**config.mk**
```make
export PLATFORM = sky130hd
export DESIGN_NAME = ct_demux
export DESIGN_NICKNAME = d
export VERILOG_FILES = /design/src/rtl/ct_demux.sv
export SDC_FILE = /design/constraint.sdc
export NUM_CORES = 1
export LEC_CHECK = 0
export CORE_ASPECT_RATIO = 1.5
export CORE_MARGIN = 4
export CORE_UTILIZATION = 47
export DETAILED_ROUTE_END_ITERATION = 8
export PLACE_DENSITY = 0.77
export RECOVER_POWER = 50
export SYNTH_ARGS = -nofsm -noshare
export SYNTH_HDL_FRONTEND = slang
export SYNTH_SLANG_ARGS = --single-unit
```
**constraint.sdc**
```tcl
create_clock -name clk -period 2.6 [get_ports clk]
set_clock_uncertainty 0.2 [all_clocks]
set_input_delay 0.39 -clock clk [delete_from_list [all_inputs] [get_ports clk]]
set_output_delay 0.39 -clock clk [all_outputs]
set_load 0.01 [all_outputs]
```
**src/rtl/ct_demux.sv**
```systemverilog
// ct_demux
//   Registered streaming demultiplexer. One valid/ready input stream that
//   carries a select field is steered to exactly one of lpm_size output
//   streams. An output register plus a one-entry skid register give full
//   throughput, a flop-driven i_ready and one cycle of latency. Beats leave
//   in acceptance order whatever their destination, so a stalled
//   destination blocks every destination behind it.
//
// Ports
//   clk      in   1            rising-edge clock
//   reset    in   1            asynchronous active-high reset
//   i_valid  in   1            input beat valid
//   i_ready  out  1            input ready, straight from a flop
//   i_data   in   lpm_width    input payload
//   i_sel    in   lpm_widths   destination index of the input beat
//   o_valid  out  lpm_size     per-destination valid, one-hot or zero
//   o_ready  in   lpm_size     per-destination ready
//   o_data   out  lpm_width    payload shared by all destinations
//   o_drop   out  1            pulse: an out-of-range beat was discarded
module ct_demux #(
    parameter int lpm_width  = 8,
    parameter int lpm_size   = 4,
    parameter int lpm_widths = 2
) (
    input  logic                  clk,
    input  logic                  reset,
    input  logic                  i_valid,
    output logic                  i_ready,
    input  logic [lpm_width-1:0]  i_data,
    input  logic [lpm_widths-1:0] i_sel,
    output logic [lpm_size-1:0]   o_valid,
    input  logic [lpm_size-1:0]   o_ready,
    output logic [lpm_width-1:0]  o_data,
    output logic                  o_drop
);

    localparam int          SEL_SPAN = 2 ** lpm_widths;
    localparam int unsigned SIZE_U   = lpm_size;

    logic                  out_full;
    logic [lpm_width-1:0]  out_data;
    logic [lpm_widths-1:0] out_sel;
    logic                  skid_full;
    logic [lpm_width-1:0]  skid_data;
    logic [lpm_widths-1:0] skid_sel;

    logic                  accept;
    logic                  in_range;
    logic                  load;
    logic                  out_fire;
    logic                  out_free;
    logic                  skid_full_next;
    logic [SEL_SPAN-1:0]   ready_pad;

    // The ready vector is widened to every encodable select value so that
    // indexing it with out_sel is always in bounds; the padding is never
    // selected because only in-range beats are ever stored.
    always_comb begin
        ready_pad                 = '0;
        ready_pad[lpm_size-1:0]   = o_ready;
    end

    assign accept   = i_valid & i_ready;
    assign in_range = (32'(i_sel) < SIZE_U);
    assign load     = accept & in_range;
    assign out_fire = out_full & ready_pad[out_sel];
    assign out_free = ~out_full | out_fire;

    // Next occupancy of the skid stage; i_ready is registered from its
    // inverse so that the upstream sees backpressure from a flop.
    always_comb begin
        skid_full_next = skid_full;
        if (out_free && skid_full) begin
            skid_full_next = load;
        end else if (!out_free && load) begin
            skid_full_next = 1'b1;
        end
    end

    // Output/skid pipeline. The skid stage always holds the younger beat,
    // so draining it into the output stage before taking a new beat keeps
    // acceptance order. Dropped beats touch nothing but o_drop.
    always_ff @(posedge clk or posedge reset) begin
        if (reset) begin
            out_full  <= 1'b0;
            out_data  <= '0;
            out_sel   <= '0;
            skid_full <= 1'b0;
            skid_data <= '0;
            skid_sel  <= '0;
            i_ready   <= 1'b0;
            o_drop    <= 1'b0;
        end else begin
            o_drop  <= accept & ~in_range;
            i_ready <= ~skid_full_next;
            if (out_free && skid_full) begin
                out_full <= 1'b1;
                out_data <= skid_data;
                out_sel  <= skid_sel;
                if (load) begin
                    skid_data <= i_data;
                    skid_sel  <= i_sel;
                end
                skid_full <= load;
            end else if (out_free) begin
                if (load) begin
                    out_full <= 1'b1;
                    out_data <= i_data;
                    out_sel  <= i_sel;
                end else if (out_fire) begin
                    out_full <= 1'b0;
                end
            end else if (load) begin
                skid_full <= 1'b1;
                skid_data <= i_data;
                skid_sel  <= i_sel;
            end
        end
    end

    // Decode the stored destination into the per-output valid vector.
    always_comb begin
        o_valid = '0;
        for (int k = 0; k < lpm_size; k++) begin
            o_valid[k] = out_full && (out_sel == lpm_widths'(k));
        end
    end

    assign o_data = out_data;

endmodule

```
Yosys cells after proc, flatten, opt, wreduce, memory -nomap -nowiden --
Index checks and enable logic that the tools add are counted.
Cells by class: add/sub/neg operators 0, multiplexer cells 23, div/mod/pow operators 0, reduce and logical (&&, ||, !) cells 14, eq/ne operators 4, $mul 0, shift operators 0, bitwise logic cells 5, magnitude comparators 1
Operators with widths (count):
- 2-to-1 mux 8 bit | 6
- 2-to-1 mux 2 bit | 6
- 2-to-1 mux 1 bit | 10
- logical AND 1 bit | 6
- AND reduction 2 bit | 3
- == test 2 bit (second input constant) | 2
- nonzero test 2 bit | 2
- less-than comparator 2 x 3 -> 1 bit (second input constant) | 1
- nonzero test 3 bit | 1
- bitwise AND 1 bit | 2
- binary-select mux 1 bit (select 2 bit) | 1
- == test 2 x 1 -> 1 bit (second input constant) | 1
- zero test 2 bit | 1
- != test 2 x 1 -> 1 bit (second input constant) | 1
- NOT 1 bit | 2
- zero test 1 bit | 1
- OR 1 bit | 1
Word-level totals: bits in latches 0, input bits 17, ROM bits 0, register bits after elaboration 23, logic and storage cells 54, RAM bits 0, memories kept 0

Depth between registers and ports, before layout --
word-level depth 9, gate-level depth with buffers 6, depth with buffers taken out 3

Worst setup path before layout --
Ideal clock, no wire load.
path type flip-flop to flip-flop, from reg out_sel[0], to reg skid_data[0], arrival time 1.805 ns, slack 0.471 ns, stages on the path, launching flop included 5, setup time 0.125 ns, cells stage by stage dfrtp_1 > mux4_2 > buf_6 > o31ai_4 > mux2_2
Between the ends: longest elaborated chain between the ends 6
Ends and longest elaborated chain:
- from (decl) | line 42 | logic [lpm_widths-1:0] out_sel;
- from (signal assigned) | line 99 | out_sel <= skid_sel;
- from (signal assigned) | line 109 | out_sel <= i_sel;
- binary-select mux 1 bit (select 2 bit) (*) | line 66 | assign out_fire = out_full & ready_pad[out_sel];
- 2-to-1 mux 1 bit (implied by the code) (*) | line 66
- bitwise AND 1 bit (*) | line 66
- OR 1 bit (*) | line 67 | assign out_free = ~out_full | out_fire;
- logical AND 1 bit | line 96 | if (out_free && skid_full) begin
- != test 2 x 1 -> 1 bit (no source line) or 2-to-1 mux 8 bit (tied branches)
- to (signal assigned) | line 101 | skid_data <= i_data;
- to (signal assigned) | line 115 | skid_data <= i_data;
- to (decl) | line 44 | logic [lpm_width-1:0] skid_data;
Mark *: on every way between the ends. The rest lies on a longest branch, timed or not. The select of a mux whose other input is x is not followed. A chain may end at the register's enable or synchronous reset.

Worst setup path after layout --
from reg out_full, to out o_valid[1]
Between the ends: longest elaborated chain between the ends 1
Ends and longest elaborated chain:
- from (decl) | line 40 | logic out_full;
- from (signal assigned) | line 85 | out_full <= 1'b0;
- from (signal assigned) | line 97 | out_full <= 1'b1;
- from (signal assigned) | line 107 | out_full <= 1'b1;
- logical AND 1 bit | line 125 | o_valid[k] = out_full && (out_sel == lpm_widths'(k));
- to (decl) | line 31 | output logic [lpm_size-1:0] o_valid,
No other way between the ends.

==> impl_metrics.json <==
{
  "status": "complete, no violations",
  "grt_pass1_wl_mm": 4.47,
  "clk_path_buf_depth": 2,
  "place_congestion": 0.794,
  "post-route-min-period_ps": 2320,
  "cts_tree": "yes",
  "yosys_warnings": 0,
  "start_util": 0.489,
  "dr.pass1.iters": 4,
  "maxCapViolCount": 0,
  "clock-sinks": 23,
  "clk_pin_slew_ps": 120,
  "synth_top_area_share": 0.481,
  "grt_overflow_total": 0,
  "fp.dieArea_um2": 3440,
  "portBuffers": 29,
  "n_fill_cell": 207,
  "nets": 154,
  "fmax_mhz": 430,
  "htree_levels": 1,
  "path_delay_family": "buffers and inverters",
  "holdBufCountCts": 0,
  "yosys.area.top_type": "dfrtp_1",
  "synthesis.area_um2": 1200,
  "period_share": 0.894,
  "cts-resized-gates": 0,
  "worstSetupEndpoint": "o_valid[1]",
  "coreArea_um2": 2450,
  "cellPowerDensity_nw_per_um2": 1180,
  "synth.most_common_cell": "dfrtp_1",
  "cp-end-kind": "output pin",
  "synthArstFlopShare": 1.00,
  "reg2reg_from": "out_sel[0]",
  "met2WireLength_mm": 1.37,
  "crit_fanout": 11,
  "totalWireLength_mm": 2.71,
  "cpPeakStageDelay_ps": 570,
  "diodes": 0,
  "dp_hpwl_mm": 1.96,
  "rsz0062_at_grt": "no",
  "numCtsBuffers": 3,
  "rr_endpoint": "skid_full",
  "r2r_slack_ps": 420,
  "critPathSlowestCell": "clkdlybuf4s50_1",
  "synthTopCellsByCount": "23 x dfrtp_1, 10 x mux2_2, 8 x nand2_1",
  "hold_violations": 0,
  "worstPathCellList": "inv_1 -> nor3b_1 -> clkdlybuf4s50_1",
  "synth_area_leaders": "dfrtp_1 48%, mux2_2 9.4%, a2bb2oi_1 5.1%, a211o_1 4.4%, nand4b_1 4.4%",
  "wl_per_cell_um": 16.9,
  "p_leak_nw": 0.684,
  "crit_type": "reg -> out",
  "peakVddDrop_v": 0.000555,
  "final_layout_size_suffix_gt1_frac": 0.154,
  "syn_avg_cell_area_um2": 11.4,
  "grt_max_degree": 24,
  "die_h_um": 69.8,
  "routed_via_density": 6.25,
  "vias": 1000,
  "grt_usage": 0.165,
  "cp.arrival_ps": 1730,
  "yosysSeqAreaShare": 0.481,
  "r2r_cells": 5,
  "startpoint": "out_full",
  "setup_tns_ps": 0,
  "worst-path-stages": 3,
  "synth-seq-cells": 23,
  "grt_pass1_vias": 995,
  "root_buffer": "clkbuf_4",
  "post-route-drc-count": 0,
  "ys.flop_type": "dfrtp_1",
  "cts_setup_buffers": 0,
  "setup_viol": 0,
  "hold_ws_ps": 303,
  "wl_met1_mm": 1.16,
  "max_slew_margin": 0.167,
  "drt.antenna.violating_nets": 0,
  "io_pins": 31,
  "drt-initial-drc-count": 30,
  "antenna_found_initial": 0,
  "met3_length_um": 135,
  "fin_total_pwr_mw": 1.82,
  "syn2layout_area_growth_pct": 28.8,
  "syn-num-nets": 122,
  "cp.required_ps": 2010,
  "crit_buf_inv": 2,
  "synth_cell_types": 31,
  "synth_edf_count": 0,
  "maxSlewViolCount": 0,
  "hold_class": "reg -> reg",
  "start_kind": "register",
  "top_layer": "met4",
  "tightest_slew_ps": 1250,
  "rows": 22,
  "clock_latency_ps": 300,
  "syn_inst": 105,
  "fp.dieW_um": 49.2
}
logic make-up after synthesis:
| family | share of synthesized area |
|---|---|
| other | 0.00313 |
| AO/OA/AOI/OAI | 0.178 |
| AND/OR/NAND/NOR | 0.153 |
| multiplexers | 0.121 |
| adder cells (fa/ha/maj) | 0.0167 |
| flip-flops | 0.481 |
| buffers and inverters | 0.0481 |
routing by layer:
| layer | GRT usage | up-vias |
|---|---|---|
| li1 | - | 452 |
| met3 | 0.0237 | 4 |
| met5 | 0 | - |
| met4 | 0.0918 | 0 |
| met1 | 0.217 | 501 |
| met2 | 0.257 | 43 |
worst min path at each step:
stage | startpoint | slack, ps | end | cells after the start
after floorplan | reset | 190 | i_ready | 1
after global placement | o_data[2] | 280 | o_data[2] | 1
after detailed placement | o_data[3] | 270 | o_data[3] | 1
after CTS | reset | 240 | o_data[0] | 3
after global routing | o_data[3] | 330 | o_data[3] | 1
final | o_data[3] | 300 | o_data[3] | 1
area by class of cell:
type / instances / area, µm² / share of cell area
Clock buffer: 4 / 26.3 / 0.0170
Inverter: 3 / 11.3 / 0.00730
Multi-Input combinational cell: 70 / 564 / 0.366
Sequential cell: 23 / 576 / 0.373
Tap cell: 24 / 30.0 / 0.0195
Timing Repair Buffer: 36 / 335 / 0.217
layout by cell type (no fill, tap or decap), drive strengths merged:
cell type	synthesis	final
a22oi	3	3
a2bb2oi	7	7
nor3	1	1
a211o	6	6
a21o	1	1
nor2	3	3
inv	3	3
nand2b	1	1
o31ai	1	1
maj3	2	2
clkbuf	6	6
dfrtp	23	23
dlygate4sd3	0	6
o22a	1	1
mux4	1	1
nor3b	1	1
conb	1	1
and3b	1	1
nand2	8	8
clkdlybuf4s50	0	23
o21ai	1	1
a21boi	1	1
and3	7	7
nand4b	6	6
mux2i	1	1
mux2	10	10
o2bb2ai	3	3
nand3	2	2
buf	3	5
and2	1	1
where the power goes:
part / internal [mW] / leakage, nW / total, mW / switching (mW)
clock network: 0.0598 / 0.0150 / 0.161 / 0.102
logic: 0.556 / 0.396 / 0.947 / 0.392
registers: 0.537 / 0.273 / 0.707 / 0.170
total: 1.15 / 0.684 / 1.82 / 0.664
through the flow:
step	worst slack (ps)	cells	cell area, µm²	utilization
after floorplan	471	105	1200	-
after global placement	216	156	1520	0.622
after detailed placement	181	156	1520	0.622
after CTS	271	160	1550	0.633
after global routing	186	160	1540	0.630
final	276	160	1540	0.630
state kept, by name (all words and copies together), names as in the netlist:
name,flops
i_ready,1
o_data,8
out_full,1
out_sel,2
skid_data,8
skid_full,1
skid_sel,2
(Power assumes the default switching activity.)
